<file path="config.mk">
export PLATFORM = sky130hd
export DESIGN_NAME = commit_store_buffer_flat
export DESIGN_NICKNAME = d
export VERILOG_FILES = /design/src/rtl/commit_store_buffer_pkg.sv /design/src/rtl/commit_store_buffer_if.sv /design/src/rtl/commit_store_buffer_sync_fifo_cnt.sv /design/src/rtl/commit_store_buffer.sv /design/src/flat_wrapper.sv
export SDC_FILE = /design/constraint.sdc
export NUM_CORES = 2
export LEC_CHECK = 0
export ABC_AREA = 1
export BUFFER_PORTS_ARGS = -buffer_cell sky130_fd_sc_hd__buf_2
export CORE_ASPECT_RATIO = 0.5
export CORE_MARGIN = 4
export CORE_UTILIZATION = 45
export CTS_CLUSTER_DIAMETER = 200
export DETAILED_ROUTE_END_ITERATION = 10
export SETUP_SLACK_MARGIN = 0.02
export SLEW_MARGIN = 10
export SYNTH_ARGS = -nofsm -noshare
export SYNTH_HDL_FRONTEND = slang
export SYNTH_SLANG_ARGS = --single-unit
export TNS_END_PERCENT = 20
</file>
<file path="constraint.sdc">
create_clock -name clk_i -period 5.63 [get_ports clk_i]
set_input_delay 0.8445 -clock clk_i [delete_from_list [all_inputs] [get_ports clk_i]]
set_output_delay 0.8445 -clock clk_i [all_outputs]
set_load 0.01 [all_outputs]
</file>
<file path="src/rtl/commit_store_buffer_pkg.sv">
// Shared types for the commit store buffer: store entry layout and drain FSM states.
package commit_store_buffer_pkg;

  localparam int unsigned ADDR_W = 56;
  localparam int unsigned DATA_W = 64;
  localparam int unsigned BE_W   = DATA_W / 8;

  typedef struct packed {
    logic [ADDR_W-1:0] addr;
    logic [DATA_W-1:0] data;
    logic [BE_W-1:0]   be;
  } store_entry_t;

  typedef enum logic {
    DRAIN_IDLE,
    DRAIN_REQ
  } drain_state_e;

endpackage

</file>
<file path="src/rtl/commit_store_buffer_if.sv">
// Store-unit, commit-stage and D$ write-port signals of the commit store buffer.
interface commit_store_buffer_if;
  import commit_store_buffer_pkg::*;

  logic              flush_i;
  logic              st_valid_i;
  logic              st_ready_o;
  logic [ADDR_W-1:0] st_addr_i;
  logic [DATA_W-1:0] st_data_i;
  logic [BE_W-1:0]   st_be_i;
  logic              commit_lsu_i;
  logic              commit_lsu_ready_o;
  logic              no_st_pending_o;
  logic              dc_req_o;
  logic [ADDR_W-1:0] dc_addr_o;
  logic [DATA_W-1:0] dc_data_o;
  logic [BE_W-1:0]   dc_be_o;
  logic              dc_gnt_i;

  modport slave (
    input  flush_i, st_valid_i, st_addr_i, st_data_i, st_be_i, commit_lsu_i, dc_gnt_i,
    output st_ready_o, commit_lsu_ready_o, no_st_pending_o, dc_req_o, dc_addr_o, dc_data_o, dc_be_o
  );

  modport master (
    output flush_i, st_valid_i, st_addr_i, st_data_i, st_be_i, commit_lsu_i, dc_gnt_i,
    input  st_ready_o, commit_lsu_ready_o, no_st_pending_o, dc_req_o, dc_addr_o, dc_data_o, dc_be_o
  );

endinterface

</file>
<file path="src/rtl/commit_store_buffer_sync_fifo_cnt.sv">
// Generic circular FIFO with an occupancy count and a synchronous flush.
module commit_store_buffer_sync_fifo_cnt #(
  parameter int unsigned DEPTH = 4,
  parameter type         T     = logic,
  localparam int unsigned PTR_W = $clog2(DEPTH),
  localparam int unsigned CNT_W = $clog2(DEPTH + 1)
) (
  input  logic             clk_i,
  input  logic             rst_i,
  input  logic             flush_i,
  input  logic             push_i,
  input  T                 push_data_i,
  input  logic             pop_i,
  output T                 head_o,
  output logic [CNT_W-1:0] count_o
);

  T                 mem_q [DEPTH];
  T                 mem_d [DEPTH];
  logic [PTR_W-1:0] wr_ptr_q, wr_ptr_d;
  logic [PTR_W-1:0] rd_ptr_q, rd_ptr_d;
  logic [CNT_W-1:0] count_q, count_d;
  logic             do_push;
  logic             do_pop;

  // Count-based full/empty; pointers wrap naturally because DEPTH is a power of 2.
  // A flush wins over a same-cycle push but still lets the pop read the current head.
  always_comb begin
    mem_d    = mem_q;
    wr_ptr_d = wr_ptr_q;
    rd_ptr_d = rd_ptr_q;
    count_d  = count_q;
    do_push  = push_i && (count_q != CNT_W'(DEPTH));
    do_pop   = pop_i && (count_q != '0);

    if (do_push) begin
      mem_d[wr_ptr_q] = push_data_i;
      wr_ptr_d        = wr_ptr_q + PTR_W'(1);
    end
    if (do_pop) begin
      rd_ptr_d = rd_ptr_q + PTR_W'(1);
    end

    case ({do_push, do_pop})
      2'b10:   count_d = count_q + CNT_W'(1);
      2'b01:   count_d = count_q - CNT_W'(1);
      default: count_d = count_q;
    endcase

    if (flush_i) begin
      wr_ptr_d = '0;
      rd_ptr_d = '0;
      count_d  = '0;
    end
  end

  always_ff @(posedge clk_i) begin
    if (rst_i) begin
      mem_q    <= '{default: '0};
      wr_ptr_q <= '0;
      rd_ptr_q <= '0;
      count_q  <= '0;
    end else begin
      mem_q    <= mem_d;
      wr_ptr_q <= wr_ptr_d;
      rd_ptr_q <= rd_ptr_d;
      count_q  <= count_d;
    end
  end

  assign head_o  = mem_q[rd_ptr_q];
  assign count_o = count_q;

endmodule

</file>
<file path="src/rtl/commit_store_buffer.sv">
// LSU store buffer: speculative FIFO, committed FIFO and a req/gnt drain to the D$ write port.
module commit_store_buffer
  import commit_store_buffer_pkg::*;
#(
  parameter int unsigned SPEC_DEPTH   = 4,
  parameter int unsigned COMMIT_DEPTH = 8
) (
  input logic                  clk_i,
  input logic                  rst_i,
  commit_store_buffer_if.slave bus
);

  localparam int unsigned SPEC_CNT_W   = $clog2(SPEC_DEPTH + 1);
  localparam int unsigned COMMIT_CNT_W = $clog2(COMMIT_DEPTH + 1);

  store_entry_t            st_entry;
  store_entry_t            spec_head;
  store_entry_t            commit_head;
  logic [SPEC_CNT_W-1:0]   spec_count;
  logic [COMMIT_CNT_W-1:0] commit_count;
  logic                    spec_empty;
  logic                    spec_full;
  logic                    commit_empty;
  logic                    commit_full;
  logic                    commit_fire;
  logic                    drain_pop;

  drain_state_e state_q, state_d;
  store_entry_t dc_entry_q, dc_entry_d;

  assign st_entry     = '{addr: bus.st_addr_i, data: bus.st_data_i, be: bus.st_be_i};
  assign spec_empty   = (spec_count == '0);
  assign spec_full    = (spec_count == SPEC_CNT_W'(SPEC_DEPTH));
  assign commit_empty = (commit_count == '0);
  assign commit_full  = (commit_count == COMMIT_CNT_W'(COMMIT_DEPTH));
  assign commit_fire  = bus.commit_lsu_i && !spec_empty && !commit_full;

  commit_store_buffer_sync_fifo_cnt #(
    .DEPTH (SPEC_DEPTH),
    .T     (store_entry_t)
  ) u_spec_fifo (
    .clk_i       (clk_i),
    .rst_i       (rst_i),
    .flush_i     (bus.flush_i),
    .push_i      (bus.st_valid_i),
    .push_data_i (st_entry),
    .pop_i       (commit_fire),
    .head_o      (spec_head),
    .count_o     (spec_count)
  );

  commit_store_buffer_sync_fifo_cnt #(
    .DEPTH (COMMIT_DEPTH),
    .T     (store_entry_t)
  ) u_commit_fifo (
    .clk_i       (clk_i),
    .rst_i       (rst_i),
    .flush_i     (1'b0),
    .push_i      (commit_fire),
    .push_data_i (spec_head),
    .pop_i       (drain_pop),
    .head_o      (commit_head),
    .count_o     (commit_count)
  );

  // The request payload is latched when entering REQ so it stays stable until grant.
  // Every granted store passes through IDLE once, giving one store per two cycles.
  always_comb begin
    state_d    = state_q;
    dc_entry_d = dc_entry_q;
    drain_pop  = 1'b0;

    case (state_q)
      DRAIN_IDLE: begin
        if (!commit_empty) begin
          state_d    = DRAIN_REQ;
          dc_entry_d = commit_head;
        end
      end
      DRAIN_REQ: begin
        if (bus.dc_gnt_i) begin
          drain_pop  = 1'b1;
          state_d    = DRAIN_IDLE;
          dc_entry_d = '0;
        end
      end
      default: begin
        state_d    = DRAIN_IDLE;
        dc_entry_d = '0;
      end
    endcase
  end

  always_ff @(posedge clk_i) begin
    if (rst_i) begin
      state_q    <= DRAIN_IDLE;
      dc_entry_q <= '0;
    end else begin
      state_q    <= state_d;
      dc_entry_q <= dc_entry_d;
    end
  end

  assign bus.st_ready_o         = !spec_full;
  assign bus.commit_lsu_ready_o = !commit_full;
  assign bus.no_st_pending_o    = spec_empty && commit_empty && (state_q == DRAIN_IDLE);
  assign bus.dc_req_o           = (state_q == DRAIN_REQ);
  assign bus.dc_addr_o          = dc_entry_q.addr;
  assign bus.dc_data_o          = dc_entry_q.data;
  assign bus.dc_be_o            = dc_entry_q.be;

  // The commit stage must only commit an existing store into a FIFO with room.
  a_commit_legal: assert property (@(posedge clk_i) disable iff (rst_i)
    bus.commit_lsu_i |-> (!spec_empty && !commit_full));

endmodule

</file>
<file path="src/flat_wrapper.sv">
// flat-port wrapper written by rule: the top's interface ports become plain ports
module commit_store_buffer_flat import commit_store_buffer_pkg::*;
#(
  parameter int unsigned SPEC_DEPTH   = 4,
  parameter int unsigned COMMIT_DEPTH = 8
)
  (clk_i, rst_i, bus_flush_i, bus_st_valid_i, bus_st_addr_i, bus_st_data_i, bus_st_be_i, bus_commit_lsu_i, bus_dc_gnt_i, bus_st_ready_o, bus_commit_lsu_ready_o, bus_no_st_pending_o, bus_dc_req_o, bus_dc_addr_o, bus_dc_data_o, bus_dc_be_o);
  commit_store_buffer_if bus_i ();
  input logic clk_i;
  input logic rst_i;
  input wire logic [$bits(bus_i.flush_i)-1:0] bus_flush_i;
  input wire logic [$bits(bus_i.st_valid_i)-1:0] bus_st_valid_i;
  input wire logic [$bits(bus_i.st_addr_i)-1:0] bus_st_addr_i;
  input wire logic [$bits(bus_i.st_data_i)-1:0] bus_st_data_i;
  input wire logic [$bits(bus_i.st_be_i)-1:0] bus_st_be_i;
  input wire logic [$bits(bus_i.commit_lsu_i)-1:0] bus_commit_lsu_i;
  input wire logic [$bits(bus_i.dc_gnt_i)-1:0] bus_dc_gnt_i;
  output wire logic [$bits(bus_i.st_ready_o)-1:0] bus_st_ready_o;
  output wire logic [$bits(bus_i.commit_lsu_ready_o)-1:0] bus_commit_lsu_ready_o;
  output wire logic [$bits(bus_i.no_st_pending_o)-1:0] bus_no_st_pending_o;
  output wire logic [$bits(bus_i.dc_req_o)-1:0] bus_dc_req_o;
  output wire logic [$bits(bus_i.dc_addr_o)-1:0] bus_dc_addr_o;
  output wire logic [$bits(bus_i.dc_data_o)-1:0] bus_dc_data_o;
  output wire logic [$bits(bus_i.dc_be_o)-1:0] bus_dc_be_o;
  assign bus_i.flush_i = bus_flush_i;
  assign bus_i.st_valid_i = bus_st_valid_i;
  assign bus_i.st_addr_i = bus_st_addr_i;
  assign bus_i.st_data_i = bus_st_data_i;
  assign bus_i.st_be_i = bus_st_be_i;
  assign bus_i.commit_lsu_i = bus_commit_lsu_i;
  assign bus_i.dc_gnt_i = bus_dc_gnt_i;
  assign bus_st_ready_o = bus_i.st_ready_o;
  assign bus_commit_lsu_ready_o = bus_i.commit_lsu_ready_o;
  assign bus_no_st_pending_o = bus_i.no_st_pending_o;
  assign bus_dc_req_o = bus_i.dc_req_o;
  assign bus_dc_addr_o = bus_i.dc_addr_o;
  assign bus_dc_data_o = bus_i.dc_data_o;
  assign bus_dc_be_o = bus_i.dc_be_o;
  commit_store_buffer #(.SPEC_DEPTH(SPEC_DEPTH), .COMMIT_DEPTH(COMMIT_DEPTH)) u_core (.clk_i(clk_i), .rst_i(rst_i), .bus(bus_i));
endmodule
</file>
Word level (Yosys, flattened, before mapping)
Index checks and enable logic that the tools add are counted.
{ "word_totals": {"reg_bits": 1682, "latch_bits": 0, "mem_bits_rw": 0, "romBits": 0, "input_bits": 134, "out_inout_bits": 132, "elab_cells": 118, "memories": 0} }
{ "classes": {"n_addsub": 8, "multipliers": 0, "div": 0, "order_cmp": 6, "eq_ne": 10, "n_shift": 0, "n_mux": 22, "bitwise_logic": 5, "n_reduce_logical": 21} }
{ "ops": {"columns": ["cell", "n"], "rows": [
  ["bitwise mux 1024 bit", 1],
  ["2-to-1 mux 128 bit", 8],
  ["bitwise mux 512 bit", 1],
  ["binary-select mux 128 bit (select 3 bit)", 1],
  ["demux 128 bit (select 3 bit)", 1],
  ["binary-select mux 128 bit (select 2 bit)", 1],
  ["demux 128 bit (select 2 bit)", 1],
  ["case mux 128 bit (2 select lines)", 1],
  ["logical AND 1 bit", 10],
  ["adder 3 x 1 -> 3 bit (second input constant)", 3],
  ["greater-or-equal comparator 4 bit (second input constant)", 2],
  ["NOT 3 -> 4 bit", 2],
  ["case mux 4 bit (2 select lines)", 1],
  ["greater-or-equal comparator 3 bit (second input constant)", 2],
  ["NOT 2 -> 3 bit", 2],
  ["case mux 3 bit (2 select lines)", 1],
  ["adder 2 x 1 -> 2 bit (second input constant)", 2],
  ["adder 4 x 1 -> 4 bit (second input constant)", 1],
  ["equality test 2 x 1 -> 1 bit (second input constant)", 2],
  ["equality test 2 bit (second input constant)", 2],
  ["equality test 4 bit (second input constant)", 1],
  ["zero test 4 bit", 1],
  ["less-than comparator 4 x 1 -> 1 bit (second input constant)", 1],
  ["2-to-1 mux 1 bit", 4],
  ["other kinds (16)", 20]
]} }

Depth between registers and ports, before layout
{ "depth": {"depth_word": 7, "mapped_depth": 15, "mapped_depth_nobuf": 14} }

By module
Synthesis repeated with hierarchy kept, for this count alone.
{ "unflattened": {"hier_cells": 12020, "hier_area_um2": 81539.5} }
{ "by_module_without_submodules": {"columns": ["mod", "instances", "cells_each", "area_each_um2", "seq_area_each_um2"], "rows": [
  ["commit_store_buffer_sync_fifo_cnt (u_core.u_commit_fifo)", 1, 6637, 46538.4, 20699.9],
  ["commit_store_buffer_sync_fifo_cnt (u_core.u_spec_fifo)", 1, 4782, 29009.1, 10390.0],
  ["commit_store_buffer", 1, 601, 5992.0, 2582.5]
]} }

Worst setup path before layout
Ideal clock, no wire load.
{ "synth_path": {"path_type": "input -> register", "start": "input port bus_commit_lsu_i", "end": "register u_core.u_spec_fifo.count_q[2], in the netlist u_core.u_spec_fifo.count_o[2]", "setup_time_ps": 70, "t_arrival_ps": 2434, "required_time_ps": 5560, "setup_slack_ps": 3126, "stages": 11, "n_path_buf": 1, "path_cell_list": "and2_1 -> buf_4 -> nand2_1 -> inv_1 -> ha_1 -> inv_1 -> fa_1 -> a21oi_1 -> o21a_1 -> o21ai_0 -> a21oi_1"} }
{ "synth_via": {"elab_chain_len": 5, "word_cells_on_any_way": 7, "classes_between": "eq/ne: 2; mux: 1; reduce/logical: 4"} }
{ "synth_lines": {"columns": ["element", "line_no", "source"], "rows": [
  ["from (decl)", "flat_wrapper.sv:16", "input wire logic [$bits(bus_i.commit_lsu_i)-1:0] bus_commit_lsu_i;"],
  ["logical AND 1 bit * (2 in series)", "commit_store_buffer.sv:36", "assign commit_fire = bus.commit_lsu_i && !spec_empty && !commit_full;"],
  ["logical AND 1 bit *", "commit_store_buffer_sync_fifo_cnt.sv:34", "do_pop = pop_i && (count_q != '0);"],
  ["net u_core.u_spec_fifo.do_pop", "commit_store_buffer_sync_fifo_cnt.sv:24", "logic do_pop;"],
  ["equality test 2 x 1 -> 1 bit / equality test 2 bit (equally long branches)", "commit_store_buffer_sync_fifo_cnt.sv:44", "case ({do_push, do_pop})"],
  ["case mux 3 bit (2 select lines) / nonzero test 2 bit (equally long branches)", null, null],
  ["to (signal assigned)", "commit_store_buffer_sync_fifo_cnt.sv:67", "count_q <= count_d;"],
  ["to (decl)", "commit_store_buffer_sync_fifo_cnt.sv:22", "logic [CNT_W-1:0] count_q, count_d;"]
]} }
The timed path passes the listed nets; every way through them passes the cells marked *.
A chain may end at the register's enable or synchronous reset.

Worst setup path after layout
{ "layout_path": {"start": "register u_core.u_spec_fifo.count_q[2], in the netlist u_core.u_spec_fifo.count_o[2]", "end": "register u_core.u_spec_fifo.count_q[2], in the netlist u_core.u_spec_fifo.count_o[2]"} }
{ "layout_via": {"elab_chain_len": 7, "word_cells_on_any_way": 14, "classes_between": "add/sub: 2; eq/ne: 3; mux: 1; reduce/logical: 8"} }
{ "layout_lines": {"columns": ["element", "line_no", "source"], "rows": [
  ["zero test 3 bit", "commit_store_buffer.sv:32", "assign spec_empty = (spec_count == '0);"],
  ["zero test 1 bit", "commit_store_buffer.sv:36", null],
  ["logical AND 1 bit (2 in series)", "commit_store_buffer.sv:36", null],
  ["logical AND 1 bit *", "commit_store_buffer_sync_fifo_cnt.sv:34", null],
  ["net u_core.u_spec_fifo.do_pop", "commit_store_buffer_sync_fifo_cnt.sv:24", null],
  ["equality test 2 x 1 -> 1 bit / equality test 2 bit (equally long branches)", "commit_store_buffer_sync_fifo_cnt.sv:44", null],
  ["case mux 3 bit (2 select lines) / nonzero test 2 bit (equally long branches)", null, null]
]} }
Marks and branches as above.

==> results.yml <==
outcome:
  status: "finished clean"
die:
  ios: 266
  die_y_um: 302
  die_area_um2: 180000
  rows: 107
  coreArea_um2: 171000
  initial_core_util: 0.454
  die_w_um: 596
synth:
  yosys_warnings: 0
  synth_top_area_share: 0.433
  synth_fa_ha_area_frac: 0.00187
  synth_xor_xnor_area_share: 0.000564
  synth_ff_type: "dfxtp_1"
  syn_avg_cell_area_um2: 6.38
  synth_compound_area_frac: 0.0926
  yosysMostFrequentCell: "nand2_1"
  yosys.area.top_type: "dfxtp_1"
  ys_ff_latch: 1682
  synthArstFlopShare: 0
  synth-edff-count: 0
  synth_top_family_by_area: "simple AND/OR/NAND/NOR gates"
  synthTopCellsByArea: "dfxtp_1 (43%), nand2_1 (16%), nor2_1 (10%), nand3_1 (8.3%), inv_1 (6.3%)"
  syn-num-nets: 12315
  yosysSeqAreaShare: 0.433
  yosys-top-cells-count: "nand2_1 (3362), nor2_1 (2065), dfxtp_1 (1682)"
  muxShareOfSynthArea: 0
  netlist_area_um2: 77700
  ys_types: 27
  synth-simple-area-share: 0.356
  syn_inst: 12170
timing:
  hold_viol: 0
  setup_tns_ns: 0
  slew_headroom: 0.272
  drv_slew: 0
  worstMarginPinSlew_ns: 1.09
  setup_violations: 0
  fin_crit_sh: 0.591
  setup_ws_ns: 2.30
  rsz0062_at_grt: "false"
  fmax_mhz: 301
  fin_skew_ns: 0.0617
  finalCriticalPeriod_ns: 3.33
clock_network:
  cts_sinks: 1682
  htree_levels: 4
  cts_resized: 0
  cts.path.max_buffers: 4
  cts_tree: "done"
  clock-root-buffer: "clkbuf_16"
  ctsHoldBuffers: 0
  clock_latency_ns: 0.84
  clk_pin_slew_worst_paths_ns: 0.06
  cts_made_buffers: 166
  post_cts_buffers: 0
finish:
  drive_gt1_frac: 0.0630
  fillCellCount: 17688
  nets: 11967
  fin_cells: 14246
  area_delta_synth_final_pct: 8.59
grt:
  overflow: 0
  grt_max_degree: 184
  grt_pass1_wl_um: 391000
  grt_pass1_vias: 63965
  antenna_found_initial: 56
  grt_use_total: 0.276
route:
  drt-total-wl_um: 257000
  post_drt_wl_per_cell_um: 18.1
  vias: 73058
  first_pass_iters: 6
  drtIter0Drc: 7037
  viasPerCell: 5.13
  drc: 0
  ant_nets: 0
setup_path:
  cp_top_family: "simple AND/OR/NAND/NOR gates"
  cp_data_required_time_ns: 6.36
  critPathMaxStageDelay_ns: 0.68
  worst-endpoint-arrival_ns: 4.05
  critPathBufInv: 2
  startpoint_type: "flip-flop"
  crit_type: "flip-flop to flip-flop"
  cp_max_fo: 10
  crit_path_top_delay_cell: "and2_1"
  cp_cell_sequence: "nand3b_1 -> and2_1 -> nand2_1 -> inv_1 -> ha_1 -> inv_1 -> fa_1 -> a21oi_1 -> o21a_1 -> o21ai_0 -> a21oi_1"
  critPathCaptureType: "flip-flop"
power_and_ir_drop:
  p_per_area_nw_per_um2: 315
  p_leak_nw: 43.1
  ir_worst_vdd_v: 0.000233
min_path:
  hp-class: "input port to flip-flop"
placed_design:
  post-place-ws_ns: 2.09
  gp_congestion: 0.784
  io_buffer_count: 265
  post-place-cells: 13943
  hpwl_um: 144000
flow_run:
  drv_cap: 0
==> tightest hold or removal path, stage by stage <==
cell and delay, ns:
buf_2 0.12, nand3_1 0.07, a21oi_1 0.06
==> per-layer routing <==
layer	GRT usage	part of all wire	wire (um)	vias up
met1	0.417	0.49	126000	33830
li1	-	-	-	36695
met2	0.413	0.41	107000	2196
met3	0.0449	0.077	19900	315
met4	0.0513	0.017	4340	22
met5	0	0.00052	135	-
==> through the flow <==
stage | utilization | power [mW] | instance area [um2] | hold WS (ns)
detailed placement | 0.463 | 15.8 | 79100 | 0.444
global placement | 0.463 | 15.8 | 79100 | 0.439
floorplan | - | 14.6 | 77700 | 0.430
CTS | 0.493 | 26.8 | 84300 | 0.254
global route | 0.493 | 27.6 | 84300 | 0.284
finish | 0.493 | 26.6 | 84400 | 0.312
==> power breakdown <==
| group | switching [mW] | internal [mW] |
|---|---|---|
| sequential | 0.146 | 12.2 |
| combinational | 2.53 | 0.730 |
| clock | 4.84 | 6.19 |
| total | 7.51 | 19.1 |
==> final timing paths <==
path / start / endpoint / slack [ns] / depth (start not counted)
max: u_core.u_spec_fifo.count_o[2] / u_core.u_spec_fifo.count_o[2] / 2.30 / 11
min: bus_st_addr_i[21] / u_core.u_spec_fifo.mem_q[477] / 0.31 / 3
max reg2reg: u_core.u_spec_fifo.count_o[2] / u_core.u_spec_fifo.count_o[2] / 2.30 / 11
min reg2reg: u_core.u_spec_fifo.mem_q[267] / u_core.u_spec_fifo.mem_q[267] / 0.45 / 2
==> cell families (layout without fill, tap and decap cells) <==
logic type,after synthesis,after routing
AOI/OAI and AO/OA,1437,1437
xor gates and xnor gates,5,5
adders and majority gates,11,11
buffers and inverters,2187,1947
DFF,1682,1682
other,0,27
and+or+nand+nor,6848,6848
==> state kept, by name, summed over array words and instances (netlist names) <==
signal and flops:
u_core.u_commit_fifo.mem_q 1024, u_core.bus.dc_req_o 1, u_core.bus.dc_addr_o 56, u_core.u_commit_fifo.wr_ptr_q 3
u_core.u_spec_fifo.mem_q 512, u_core.bus.dc_be_o 8, u_core.bus.dc_data_o 64, u_core.u_spec_fifo.wr_ptr_q 2
u_core.u_commit_fifo.rd_ptr_q 3, u_core.u_spec_fifo.rd_ptr_q 2, u_core.u_spec_fifo.count_o 3, u_core.u_commit_fifo.count_o 4
==> placed cells by master, fill, tap and decap left out, types with 25 or more instances in the layout <==
cell type | netlist | routed
nor2_1 | 2065 | 2065
a21oi_1 | 912 | 912
buf_2 | 387 | 264
nand3_1 | 1287 | 1287
o21ai_0 | 403 | 403
o21ai_1 | 121 | 121
clkbuf_8 | 0 | 45
buf_4 | 34 | 69
diode_2 | 0 | 27
buf_12 | 0 | 25
clkbuf_16 | 0 | 168
inv_1 | 1305 | 1302
clkbuf_1 | 373 | 37
dfxtp_1 | 1682 | 1677
nand2_2 | 121 | 121
nand2_1 | 3362 | 3356
==> layout make-up <==
cell class | count | area [um2] | area share
Clock buffer | 250 | 4960 | 0.0588
Inverter | 1312 | 4980 | 0.0590
Timing Repair Buffer | 359 | 2350 | 0.0279
Clock inverter | 26 | 230 | 0.00273
Sequential cell | 1682 | 33700 | 0.399
Antenna cell | 27 | 67.6 | 0.000801
Tap cell | 2289 | 2860 | 0.0340
Multi-Input combinational cell | 8301 | 35200 | 0.417
Note: power is estimated with default switching activity, not from simulation.
